<file path="src/rtl/fetch_sequencer.sv">
// Instruction fetch sequencer: issues one memory read at a time, buffers returned words with
// their PCs in a small prefetch queue, and handles redirects and EBREAK halting.
module fetch_sequencer #(
   parameter logic [31:0] RESET_PC    = 32'h0000_0000,
   parameter int unsigned QUEUE_DEPTH = 2
) (
   input  logic        clk,
   input  logic        rst,
   output logic        mem_req,
   output logic [31:0] mem_addr,
   input  logic        mem_ack,
   input  logic [31:0] mem_data,
   input  logic        redirect_valid,
   input  logic [31:0] redirect_pc,
   output logic        out_valid,
   input  logic        out_ready,
   output logic [31:0] out_instr,
   output logic [31:0] out_pc,
   output logic        halted
);

   localparam int unsigned PW     = (QUEUE_DEPTH > 1) ? $clog2(QUEUE_DEPTH) : 1;
   localparam logic [PW:0] DepthC = (PW + 1)'(QUEUE_DEPTH);
   localparam logic [31:0] Ebreak = 32'h0010_0073;

   typedef enum logic [1:0] {StIdle, StReq, StDrain, StHalt} state_t;

   state_t        state_q, state_d;
   logic [31:0]   fetch_pc_q, fetch_pc_d;
   logic [31:0]   drain_addr_q, drain_addr_d;
   logic [31:0]   q_pc    [QUEUE_DEPTH];
   logic [31:0]   q_instr [QUEUE_DEPTH];
   logic [PW-1:0] wr_ptr_q, rd_ptr_q;
   logic [PW:0]   count_q, cnt_after;
   logic [31:0]   hold_pc_q, hold_instr_q;
   logic          push, pop;
   logic [1:0]    unused_redirect_lsb;

   assign unused_redirect_lsb = redirect_pc[1:0];

   assign out_valid = (count_q != '0);
   assign out_pc    = out_valid ? q_pc[rd_ptr_q] : hold_pc_q;
   assign out_instr = out_valid ? q_instr[rd_ptr_q] : hold_instr_q;
   assign mem_req   = (state_q == StReq) || (state_q == StDrain);
   // A drained request must keep its original address even though fetch_pc has moved on.
   assign mem_addr  = (state_q == StDrain) ? drain_addr_q : fetch_pc_q;
   assign halted    = (state_q == StHalt) && (count_q == '0);

   assign pop       = out_valid & out_ready & ~redirect_valid;
   assign push      = (state_q == StReq) & mem_ack & ~redirect_valid;
   assign cnt_after = count_q + (PW + 1)'(push) - (PW + 1)'(pop);

   always_comb begin
      state_d      = state_q;
      fetch_pc_d   = fetch_pc_q;
      drain_addr_d = drain_addr_q;
      if (redirect_valid) begin
         fetch_pc_d = {redirect_pc[31:2], 2'b00};
         if ((state_q == StReq || state_q == StDrain) && !mem_ack) begin
            state_d = StDrain;
            if (state_q == StReq) drain_addr_d = fetch_pc_q;
         end else begin
            state_d = StIdle;
         end
      end else begin
         unique case (state_q)
            StIdle: begin
               if (count_q < DepthC || pop) state_d = StReq;
            end
            StReq: begin
               if (mem_ack) begin
                  fetch_pc_d = fetch_pc_q + 32'd4;
                  if (mem_data == Ebreak)    state_d = StHalt;
                  else if (cnt_after < DepthC) state_d = StReq;
                  else                       state_d = StIdle;
               end
            end
            StDrain: begin
               if (mem_ack) state_d = StIdle;
            end
            StHalt:  state_d = StHalt;
            default: state_d = StIdle;
         endcase
      end
   end

   always_ff @(posedge clk or posedge rst) begin
      if (rst) begin
         state_q      <= StIdle;
         fetch_pc_q   <= RESET_PC;
         drain_addr_q <= RESET_PC;
         wr_ptr_q     <= '0;
         rd_ptr_q     <= '0;
         count_q      <= '0;
         hold_pc_q    <= '0;
         hold_instr_q <= '0;
      end else begin
         state_q      <= state_d;
         fetch_pc_q   <= fetch_pc_d;
         drain_addr_q <= drain_addr_d;
         if (out_valid) begin
            hold_pc_q    <= out_pc;
            hold_instr_q <= out_instr;
         end
         if (redirect_valid) begin
            wr_ptr_q <= '0;
            rd_ptr_q <= '0;
            count_q  <= '0;
         end else begin
            if (push) wr_ptr_q <= wr_ptr_q + 1'b1;
            if (pop)  rd_ptr_q <= rd_ptr_q + 1'b1;
            count_q <= cnt_after;
         end
      end
   end

   // Storage needs no reset: entries are only visible once written.
   always_ff @(posedge clk) begin
      if (push) begin
         q_pc[wr_ptr_q]    <= fetch_pc_q;
         q_instr[wr_ptr_q] <= mem_data;
      end
   end

endmodule

</file>
<file path="config.mk">
export PLATFORM = sky130hd
export DESIGN_NAME = fetch_sequencer
export DESIGN_NICKNAME = d
export VERILOG_FILES = /design/src/rtl/fetch_sequencer.sv
export SDC_FILE = /design/constraint.sdc
export NUM_CORES = 1
export LEC_CHECK = 0
export CORE_UTILIZATION = 35
export CTS_CLUSTER_SIZE = 40
export DETAILED_ROUTE_END_ITERATION = 8
export MAX_ROUTING_LAYER = met4
export PLACE_DENSITY_LB_ADDON = 0.05
export SYNTH_ARGS = -nofsm -noshare
export SYNTH_HDL_FRONTEND = slang
export SYNTH_SLANG_ARGS = --single-unit
</file>
<file path="constraint.sdc">
create_clock -name clk -period 6.05 [get_ports clk]
set_input_delay 1.5125 -clock clk [delete_from_list [all_inputs] [get_ports clk]]
set_output_delay 1.5125 -clock clk [all_outputs]
set_load 0.02 [all_outputs]
</file>
## Yosys cells after proc, flatten, opt, wreduce, memory -nomap -nowiden

Memories as Yosys holds them, arrays and structs flattened.
Cells that the tools add are included.

| storage, ports and cells | value |
|---|---|
| flip-flop bits (word level) | 134 |
| bits in latches | 0 |
| RAM bits | 128 |
| memory bits (read-only) | 0 |
| bits of input ports | 69 |
| output and inout bits | 99 |
| memories kept | 2 |

| operators by class | value |
|---|---|
| add/subtract/negate cells | 5 |
| $mul | 0 |
| divide/modulo/power cells | 0 |
| $lt $le $gt $ge | 2 |
| equality and inequality tests | 7 |
| shift-type cells | 0 |
| multiplexer cells | 21 |
| bitwise logic cells | 5 |
| reduce and logical (&&, ||, !) cells | 15 |

Memories:

| memory | depth | width | rd ports | clocked after memory_dff | write ports | RTL line | source |
|---|---|---|---|---|---|---|---|
| q_instr | 2 | 32 | 1 | 0 | 1 | 32 | `logic [31:0] q_instr [QUEUE_DEPTH];` |
| q_pc | 2 | 32 | 1 | 0 | 1 | 31 | `logic [31:0] q_pc [QUEUE_DEPTH];` |

Operator list:

| kind | number |
|---|---|
| two-way mux 32 bit | 6 |
| adder 32 x 3 -> 32 bit, second input constant | 1 |
| equality test 32 x 21 -> 1 bit, second input constant | 1 |
| two-way mux 2 bit | 7 |
| nonzero test 2 bit | 5 |
| != test 3 bit, second input constant | 3 |
| case mux 2 bit (4 select lines) | 1 |
| two-way mux 1 bit | 7 |
| AND reduction 3 bit | 2 |
| bitwise AND 1 bit | 4 |
| equality test 2 bit, second input constant | 2 |
| zero test 2 bit | 2 |
| < comparator 2 bit, second input constant | 2 |
| adder 1 bit, second input constant | 2 |
| adder 2 x 1 -> 2 bit | 1 |
| equality test 2 x 1 -> 1 bit, second input constant | 1 |
| logical AND 1 bit | 2 |
| logical OR 1 bit | 2 |
| AND reduction 2 bit | 1 |
| subtractor 2 x 1 -> 2 bit | 1 |
| zero test 1 bit | 1 |
| inverter 1 bit | 1 |

## Logic depth before layout (Yosys ltp)

Gate-level depths: netlist of the first run.

| depth | value |
|---|---|
| depth in word-level cells | 11 |
| mapped depth | 12 |
| gate-level depth less buffers | 11 |

## Worst setup path after synthesis of the first run

OpenSTA, ideal clock, no wires.

| timing | value |
|---|---|
| kind | input -> register |
| from | in redirect_valid |
| to | mem q_instr[0][0], enable pin |
| setup time | 482 ps |
| data arrival time | 4494 ps |
| path slack | 1074 ps |
| cell stages on the path | 4 |
| buffers on the path | 1 |
| cell sequence | clkbuf_1 inv_2 nand3_1 nor2_1 |

| on the way | value |
|---|---|
| word-level cells in the longest chain between the ends | 4 |

Ends and longest elaborated chain:

| element | RTL line | source |
|---|---|---|
| start, declared | 13 | `input logic redirect_valid,` |
| inverter 1 bit | 50 | `assign push = (state_q == StReq) & mem_ack & ~redirect_valid;` |
| bitwise AND 1 bit | 50 |  |
| two-way mux 1 bit | 119 | `if (push) begin` |
| two-way mux 1 bit (implied by the code) | 121 | `q_instr[wr_ptr_q] <= mem_data;` |
| end, declared | 32 |  |

No other way between the ends.

## Worst setup path in the final report of the first run

| timing | value |
|---|---|
| from | reg state_q[0] |
| to | out mem_addr[31] |

| on the way | value |
|---|---|
| word-level cells in the longest chain between the ends | 2 |

Ends and longest elaborated chain:

| element | RTL line | source |
|---|---|---|
| start, declared | 28 | `state_t state_q, state_d;` |
| start signal, assigned | 89 | `state_q <= StIdle;` |
| start signal, assigned | 98 | `state_q <= state_d;` |
| equality test 2 bit | 46 | `assign mem_addr = (state_q == StDrain) ? drain_addr_q : fetch_pc_q;` |
| two-way mux 32 bit | 46 |  |
| end, declared | 10 | `output logic [31:0] mem_addr,` |

No other way between the ends.

==> results of run 1 <==
critical path, stage by stage (launching register included):
cell and delay (ns):
dfrtp_1 0.40, inv_1 0.11, ha_1 0.76, buf_4 0.42
mux2_1 0.39, clkdlybuf4s50_1 0.56
cell type report:
cell class | count | area [um^2]
fill | 2790 | 16400
sequential | 254 | 6980
multi-input combinational | 530 | 3480
timing repair buffer | 174 | 1710
clock buffer | 40 | 787
tap | 390 | 488
clock inverter | 13 | 85.1
inverter | 15 | 61.3
kinds of logic (layout without fill, tap and decap cells):
kind of cell    after synthesis  after routing  share of synthesized area
xor+xnor                     13             13                     0.0106
buf+inv                      70            242                     0.0292
fa+ha+maj                     7              7                    0.00815
mux                         109            109                      0.107
compound gates              191            191                     0.0977
flops                       254            254                      0.649
other cells                   1              2                   0.000349
simple gates                208            208                     0.0979
sequential cells by signal (all words and copies together), names as in the netlist:
register      cells
q_instr          64
q_pc             60
hold_instr_q     32
hold_pc_q        32
drain_addr_q     30
fetch_pc_q       30
count_q           2
state_q           2
rd_ptr_q          1
wr_ptr_q          1
power breakdown:
part	total, mW	internal, mW	switching, mW
Sequential	2.38	2.19	0.185
Clock	1.61	0.944	0.669
Combinational	2.19	0.978	1.22
cells in the mapped netlist (4+ instances only):
cell type / instances / share of area
ha_1: 7 / 0.0081
xor2_1: 10 / 0.0081
and4_1: 5 / 0.0041
clkbuf_1: 36 / 0.013
and2_1: 10 / 0.0058
o31ai_1: 13 / 0.0091
nand3_1: 12 / 0.0056
a31oi_1: 15 / 0.0087
edfxtp_1: 124 / 0.35
nand2_1: 102 / 0.036
o21ai_1: 12 / 0.0056
nand4_1: 11 / 0.0064
mux2_1: 30 / 0.031
or4_1: 15 / 0.010
buf_4: 4 / 0.0028
mux2i_1: 63 / 0.059
mux2_2: 16 / 0.017
o21ai_0: 139 / 0.065
buf_2: 11 / 0.0051
inv_1: 13 / 0.0045
nor3_1: 4 / 0.0019
dfrtp_1: 130 / 0.30
nor2_1: 25 / 0.0087
cell usage in the layout (no fill, tap or decap), types with 12 or more instances in the layout:
cell,instances
clkdlybuf4s50_1,163
o21ai_1,12
nand3_1,12
o21ai_0,139
mux2_1,30
o31ai_1,13
nand2_1,102
mux2i_1,63
a31oi_1,15
clkbuf_16,29
inv_1,12
nor2_1,22
edfxtp_1,124
dfrtp_1,129
mux2_2,16
or4_1,15
how the worst min path moves through the flow:
| stage | startpoint | endpoint | slack, ns | cells after the start |
|---|---|---|---|---|
| 2_1_floorplan | fetch_pc_q[12] | q_pc[0][12] | 0.44 | 0 |
| 3_3_place_gp | hold_instr_q[2] | hold_instr_q[2] | 0.45 | 2 |
| 3_5_place_dp | hold_pc_q[10] | hold_pc_q[10] | 0.46 | 2 |
| 4_1_cts | hold_pc_q[21] | hold_pc_q[21] | 0.47 | 2 |
| 5_1_grt | hold_pc_q[21] | hold_pc_q[21] | 0.48 | 2 |
| 6_report | hold_pc_q[18] | hold_pc_q[18] | 0.47 | 2 |
routing by layer:
metal,up-vias,global-route usage,part of all wire
li1,3426,-,-
met1,3286,0.223,0.47
met2,163,0.248,0.46
met3,32,0.0241,0.050
met4,0,0.0402,0.020
met5,-,-,0
==> impl_metrics.yaml, run 1 <==
outcome:
  outcome: "complete, no violations"
final_layout:
  design_area_um2: 13600
  drive_gt1_frac: 0.0799
  stdcell_count: 1416
  area_growth_pct: 26.5
  antenna_cells: 0
  fin_util: 0.454
  nNetsFinal: 1080
clock_network:
  hold_buffers: 0
  cts.sinks: 254
  cts_tree: "yes"
  cts_inserted_buffers: 29
  postCtsSetupRepairBufs: 0
  clk-insertion-delay-late_ns: 0.53
  htreeDepth: 1
  path_clk_slew_ns: 0.06
  cts.repair.resized: 0
  ctsRootBufferMaster: "clkbuf_16"
  cts_buffer_depth: 3
route:
  drt_pass1_iterations: 4
  vias_per_cell: 4.88
  vias: 6907
  drt-total-wl_mm: 24.2
  ant_nets: 0
  drt_iter0_markers: 323
  avgRoutedWirePerCell_um: 17.1
  drc_errors: 0
timing:
  holdWs_ns: 0.466
  rsz0062_at_grt: "no"
  finalSetupViolCount: 0
  slew-limit-headroom: 0.344
  min_period_ns: 4.70
  worstMarginPinSlew_ns: 0.984
  fin_ws_ns: 1.35
  period_share: 0.777
  slew_viol_final: 0
  tns_ns: 0
  hold_viol_final: 0
  fmax_mhz: 213
  finClkSkew_ns: 0.00951
hold_path:
  holdCritPathClass: "register to register"
placement:
  preCtsSetupSlack_ns: 1.80
  gp_congestion: 0.778
  post_dp_cell_area_um2: 12700
  io_buffers: 163
  dp_hpwl_mm: 15.6
  dp.cells: 1363
worst_setup_path:
  ff2ff_path_depth: 10
  crit_path_end_kind: "output pin"
  r2r-end: "state_q[0]"
  start_kind: "register"
  cp.arrival_ns: 3.19
  cp.required_ns: 4.54
  r2r_slack_ns: 3.34
  path_max_fanout: 23
  cp-startpoint: "state_q[0]"
  timing.rr.start: "state_q[1]"
  crit_end: "mem_addr[31]"
  path_class: "register to output pin"
yosys:
  ys_ff_latch: 254
  synth_ff_type: "dfrtp_1"
  syn_area_per_cell_um2: 12.6
  synth_edf_count: 124
  yosys_warnings: 0
  syn_inst: 853
  synthArstFlopShare: 0.512
  yosysUniqueCellTypes: 51
  syn-cell-area_um2: 10700
  ys_seq_area_frac: 0.649
global_routing:
  antenna_found_initial: 0
  overflow: 0
  grt_max_degree: 87
  grt_pass1_wl_mm: 37.8
  grt_pass1_vias: 6640
  track_usage: 0.161
power_and_ir_drop:
  power_mw: 6.19
  power.leakage_nw: 5.08
  power.density_nw_per_um2: 455
  ir_drop_v: 0.000197
floorplanning:
  dieArea_um2: 31400
  io_pins: 168
  rows: 63
  initial_utilization: 0.359
  die_h_um: 177
  die_w_um: 177
  core_um2: 30000
job:
  drv_cap: 0
No activity file was read; power rests on OpenSTA's default activity.
==> run 2: changes to the inputs <==
==> constraint.sdc (replaced) <==
create_clock -name clk -period 4.05 [get_ports clk]
set_input_delay 1.0125 -clock clk [delete_from_list [all_inputs] [get_ports clk]]
set_output_delay 1.0125 -clock clk [all_outputs]
set_load 0.02 [all_outputs]
==> run 2 against run 1 <==
- register-to-register slack lost 2.0 ns
- combinational power up 52%
- clock power grew 56%
- first-iteration DRC count grew 11%
- sequential power increased by 48%
- utilization rose by 0.36 points
- power increased by 51%
- clock-buffer cell count grew 4
- hold slack got worse by 0.00076 ns
- sequential cell count unchanged
==> impl_metrics.yaml, run 2 (synthesis results as in run 1) <==
outcome:
  outcome: "complete, no violations"
final_layout:
  final_cell_mix: "163 x clkdlybuf4s50_1, 139 x o21ai_0, 129 x dfrtp_1"
  nNetsFinal: 1085
  area_growth_pct: 27.5
  largest_reg_flops: 64
  fin_util: 0.458
  antenna_cells: 0
  reg_top3: "q_instr x64, q_pc x60"
  fillers: 2775
  drive_gt1_frac: 0.0854
  top_register: "q_instr"
  layout_commonest_cell: "clkdlybuf4s50_1"
global_routing:
  track_usage: 0.166
  grt_max_degree: 159
  antenna_found_initial: 0
  overflow: 0
  grt_pass1_wl_mm: 39.1
  grt_pass1_vias: 6730
power_and_ir_drop:
  power.leakage_nw: 5.13
  power_mw: 9.37
  ir_drop_v: 0.000335
  power.density_nw_per_um2: 684
floorplanning:
  die_h_um: 177
  io_pins: 168
  core_um2: 30000
  initial_utilization: 0.359
  rows: 63
  die_w_um: 177
  dieArea_um2: 31400
timing:
  slew_viol_final: 0
  slew-limit-headroom: 0.481
  rsz0062_at_grt: "no"
  hold_viol_final: 0
  finalSetupViolCount: 0
  period_share: 0.926
  finClkSkew_ns: 0.0118
  worstMarginPinSlew_ns: 0.778
  holdWs_ns: 0.465
  fmax_mhz: 267
  min_period_ns: 3.75
clock_network:
  cts.sinks: 254
  cts_inserted_buffers: 29
  cts_tree: "yes"
  htreeDepth: 1
  ctsRootBufferMaster: "clkbuf_16"
  clk-insertion-delay-late_ns: 0.54
  cts.repair.resized: 0
  hold_buffers: 0
  postCtsSetupRepairBufs: 0
  path_clk_slew_ns: 0.06
  cts_buffer_depth: 3
worst_setup_path:
  critPathTopFamily: "buffers and inverters"
  cp_slowest_stage_delay_ns: 0.81
  cp.arrival_ns: 2.74
  ff2ff_path_depth: 10
  path_class: "register to output pin"
  cp_num_buf_inv: 2
  r2r-end: "state_q[0]"
  cp.required_ns: 3.04
  cp_slowest_cell: "dfrtp_4"
  crit_path_end_kind: "output pin"
  start_kind: "register"
  r2r_slack_ns: 1.32
  path_cells: "buf_12, mux2i_1, o21ai_0, clkdlybuf4s50_1"
  path_max_fanout: 33
  timing.rr.start: "state_q[1]"
placement:
  dp_hpwl_mm: 16.2
  gp_congestion: 0.723
  io_buffers: 163
route:
  ant_nets: 0
  vias_per_cell: 4.95
  drc_errors: 0
  drt_iter0_markers: 360
  avgRoutedWirePerCell_um: 17.7
  vias: 7032
  drt-total-wl_mm: 25.2
  drt_pass1_iterations: 4
hold_path:
  min_path_cells: 2
  min_to: "hold_instr_q[19]"
  min-delay-start: "hold_instr_q[19]"
  holdCritPathClass: "register to register"
job:
  drv_cap: 0
-- run 2: changes by cell type in the layout (fill, tap and decap cells not counted) --
cell	change
clkbuf_8	+5
clkinv_2	-5
buf_4	+3
buf_12	+2
clkinvlp_4	+2
clkbuf_1	-1
inv_6	-1
-- run 2: worst max-delay path by stage --
stage               cells past startpoint  slack [ns]       endpoint           start
floorplan                               4       -0.43  q_instr[0][0]  redirect_valid
global placement                        5        0.73     state_q[0]     mem_data[7]
detailed placement                     10        0.69     state_q[0]  redirect_valid
CTS                                     4        0.22   out_instr[5]        rd_ptr_q
global route                            4        0.13  out_instr[26]        rd_ptr_q
finish                                  4        0.30  out_instr[26]        rd_ptr_q
-- run 2: area by class of cell --
type / instances / area, um^2 / share of cell area
tap: 390 / 488 / 0.0356
clock buffer: 44 / 852 / 0.0622
clock inverter: 9 / 67.6 / 0.00493
timing repair buffer: 179 / 1780 / 0.130
sequential: 254 / 6980 / 0.509
inverter: 15 / 60.1 / 0.00438
multi-input combinational: 530 / 3480 / 0.254
-- run 2: worst register-to-register path, delay by kind of cell (launching register included) --
kind                     cells  cell delay [ns]
flip-flops                   1             0.40
buffers and inverters        2             0.15
AO/OA/AOI/OAI                2             0.43
adder cells (fa/ha/maj)      3             0.99
XOR/XNOR                     2             0.35
AND/OR/NAND/NOR              1             0.33
-- run 2: per-layer routing --
| layer | global-route usage | wire length [um] | share of wire |
|---|---|---|---|
| met1 | 0.227 | 11700 | 0.46 |
| met2 | 0.259 | 11700 | 0.46 |
| met3 | 0.0264 | 1330 | 0.053 |
| met4 | 0.0363 | 462 | 0.018 |
| met5 | - | 0 | 0 |
-- run 2: power breakdown --
| group | total (mW) | internal (mW) | leakage (nW) | switching [mW] |
|---|---|---|---|---|
| sequential | 3.53 | 3.27 | 2.73 | 0.256 |
| combinational | 3.33 | 1.47 | 1.95 | 1.85 |
| clock | 2.51 | 1.50 | 0.449 | 1.02 |
| total | 9.37 | 6.24 | 5.13 | 3.13 |
-- run 2: through the flow --
| stage | instances | setup slack, ns | TNS, ns | cell area [um^2] |
|---|---|---|---|---|
| 3_5_place_dp | 1368 | 0.693 | 0 | 12800 |
| 2_1_floorplan | 854 | -0.426 | -52.85 | 10800 |
| 3_3_place_gp | 1368 | 0.733 | 0 | 12800 |
| 6_report | 1421 | 0.302 | 0 | 13700 |
| 4_1_cts | 1421 | 0.215 | 0 | 13700 |
| 5_1_grt | 1421 | 0.128 | 0 | 13700 |
==> variant (config.mk and constraints of run 2) <==
The 4 states of `state_t` get a one-hot encoding in 4 bits.
--- a/src/rtl/fetch_sequencer.sv
+++ b/src/rtl/fetch_sequencer.sv
@@ -23,7 +23,7 @@
    localparam logic [PW:0] DepthC = (PW + 1)'(QUEUE_DEPTH);
    localparam logic [31:0] Ebreak = 32'h0010_0073;
 
-   typedef enum logic [1:0] {StIdle, StReq, StDrain, StHalt} state_t;
+   typedef enum logic [3:0] {StIdle = 4'b0001, StReq = 4'b0010, StDrain = 4'b0100, StHalt = 4'b1000} state_t;
 
    state_t        state_q, state_d;
    logic [31:0]   fetch_pc_q, fetch_pc_d;
Function: no difference found for any inputs over 4 cycles, from zero or initial values and one cycle with rst high; so few cycles prove little.
==> variant against run 2 <==
- the run now ends with DRC left
- clock power increased by 7%
- design area increased by 3.1%
- synthesized area increased by 2.1%
- count of clock-buffer cells in the layout decreased by 3
- routed wire length increased by 0.73%
- die area increased by 2.1%
- setup slack got worse by 0.052 ns
- power decreased by 9.2%
- sequential cell count increased by 2
- critical path depth increased by 1
- synthesized cell count increased by 4.9%
- fmax decreased by 1.4%
- critical endpoint is now mem_addr[29]
==> variant: results (changes against run 2) <==
{| class="wikitable"
! Metric !! Value
|-
| Global-route track usage on met3 || 2.61% (was 2.64%)
|-
| Data arrival time at the worst-slack endpoint || 2.79 ns (was 2.74 ns)
|-
| Average detailed-routed wire length per instance || 17.2 µm (was 17.7 µm)
|-
| Number of global-route vias before repair || 7217 (was 6730)
|-
| Result of the run || finished, violations left (was complete, no violations)
|-
| Number of cells produced by synthesis || 895 (was 853)
|-
| M2 GR Usage || 26.5% (was 25.9%)
|-
| Detailed-route DRC error count || 32 (was 0)
|-
| Filler Cells Inserted || 2888 (was 2775)
|-
| Worst Hold Margin || 0.467 ns (was 0.465 ns)
|-
| Proportion of synthesized chip area in sequential cells || 64.0% (was 64.9%)
|-
| Finished layout cell area || 0.0141 mm² (was 0.0137 mm²)
|-
| Peak fanout along the critical path || 38 (was 33)
|-
| Total routed wirelength || 25400 µm (was 25200 µm)
|-
| Hold EP || hold_pc_q[16] (was hold_instr_q[19])
|-
| Wire length of the first global-routing pass || 40100 µm (was 39100 µm)
|-
| Via count normalized by instance count || 4.97 (was 4.95)
|-
| Unique masters post-synth || 53 (was 51)
|-
| Maximum vdd ir drop || 0.000369 V (was 0.000335 V)
|-
| Failing checks || DRC
|-
| Layout cell share with drive strength beyond 1 || 12.2% (was 8.54%)
|-
| Reg-to-reg endpoint || state_q[0] (unchanged)
|-
| Port-buffer cells || 163 (unchanged)
|-
| Detailed-routed wire length on met3 || 1530 µm (was 1330 µm)
|-
| Launch point of the worst path || state_q[1] (was rd_ptr_q)
|-
| Startpoint of the most critical register-to-register path || state_q[2] (was state_q[1])
|-
| Sum of routed wire segments on met1 || 11600 µm (was 11700 µm)
|-
| Gpl congestion || 0.756 (was 0.723)
|-
| Total CTS buffers || 30 (was 29)
|-
| Final Net Count || 1128 (was 1085)
|-
| Detailed placement HPWL || 16500 µm (was 16200 µm)
|-
| Launch point of the worst hold path || hold_pc_q[16] (was hold_instr_q[19])
|-
| Cell total after placement || 1420 (was 1368)
|-
| Met2 WL post-DR || 11800 µm (was 11700 µm)
|-
| Capturing instance or port of the critical path || mem_addr[29] (was out_instr[26])
|-
| Setup slack on the worst flop-to-flop path || 1.26 ns (was 1.32 ns)
|-
| Static leakage || 5.26 nW (was 5.13 nW)
|-
| Cells taking the most area after synthesis || sky130_fd_sc_hd__edfxtp_1, sky130_fd_sc_hd__dfrtp_1, sky130_fd_sc_hd__o21ai_0, sky130_fd_sc_hd__mux2i_1, sky130_fd_sc_hd__mux2_2 (was sky130_fd_sc_hd__edfxtp_1, sky130_fd_sc_hd__dfrtp_1, sky130_fd_sc_hd__o21ai_0, sky130_fd_sc_hd__mux2i_1, sky130_fd_sc_hd__nand2_1)
|-
| Max-slew headroom at the worst pin || 42.1% (was 48.1%)
|-
| Fin crit share || 93.8% (was 92.6%)
|-
| Maximum number of pins on one net before global-route repair || 134 (was 159)
|-
| Placement Setup Slack || 0.529 ns (was 0.693 ns)
|-
| Number of detailed-routing iterations run before antenna repair || 8 (was 4)
|}
[variant: cell count changes after synthesis, moves of 10 or more]
| cell | delta |
|---|---|
| sky130_fd_sc_hd__or4_1 | -14 |
| sky130_fd_sc_hd__mux2_2 | +31 |
| sky130_fd_sc_hd__o21ai_1 | -12 |
| sky130_fd_sc_hd__mux2_1 | -30 |
| sky130_fd_sc_hd__clkbuf_1 | +13 |
| sky130_fd_sc_hd__o21ai_0 | +10 |
| sky130_fd_sc_hd__a31oi_1 | -15 |
[variant: kinds of logic after synthesis]
group / synth area share (%)
muxes: 10.6
xor gates and xnor gates: 1.20
other: 0.0342
and+or+nand+nor: 10.8
AOI/OAI and AO/OA: 10.1
buffers and inverters: 2.91
DFF: 64.0
adders and majority gates: 0.342
[variant: worst max-delay path: stages (launching register included)]
cell                              delay (ns)
sky130_fd_sc_hd__dfrtp_1                0.48
sky130_fd_sc_hd__nand2b_1               0.22
sky130_fd_sc_hd__nor3_2                 0.16
sky130_fd_sc_hd__buf_4                  0.42
sky130_fd_sc_hd__mux2_2                 0.41
sky130_fd_sc_hd__clkdlybuf4s50_1        0.54
[variant: cell type report]
| cell class | count | area, µm² | share of cell area (%) |
|---|---|---|---|
| clock buffer | 41 | 853 | 6.04 |
| clock inverter | 15 | 145 | 1.03 |
| inverter | 19 | 75.1 | 0.531 |
| multi-input combinational | 563 | 3660 | 25.9 |
| sequential | 256 | 7030 | 49.8 |
| tap | 396 | 495 | 3.51 |
| timing repair buffer | 186 | 1870 | 13.3 |
[variant: report_power, final]
group | switching (mW) | total, mW | internal [mW]
Combinational | 1.26 | 2.36 | 1.10
Sequential | 0.237 | 3.46 | 3.22
Clock | 1.04 | 2.69 | 1.65
Total | 2.54 | 8.51 | 5.97
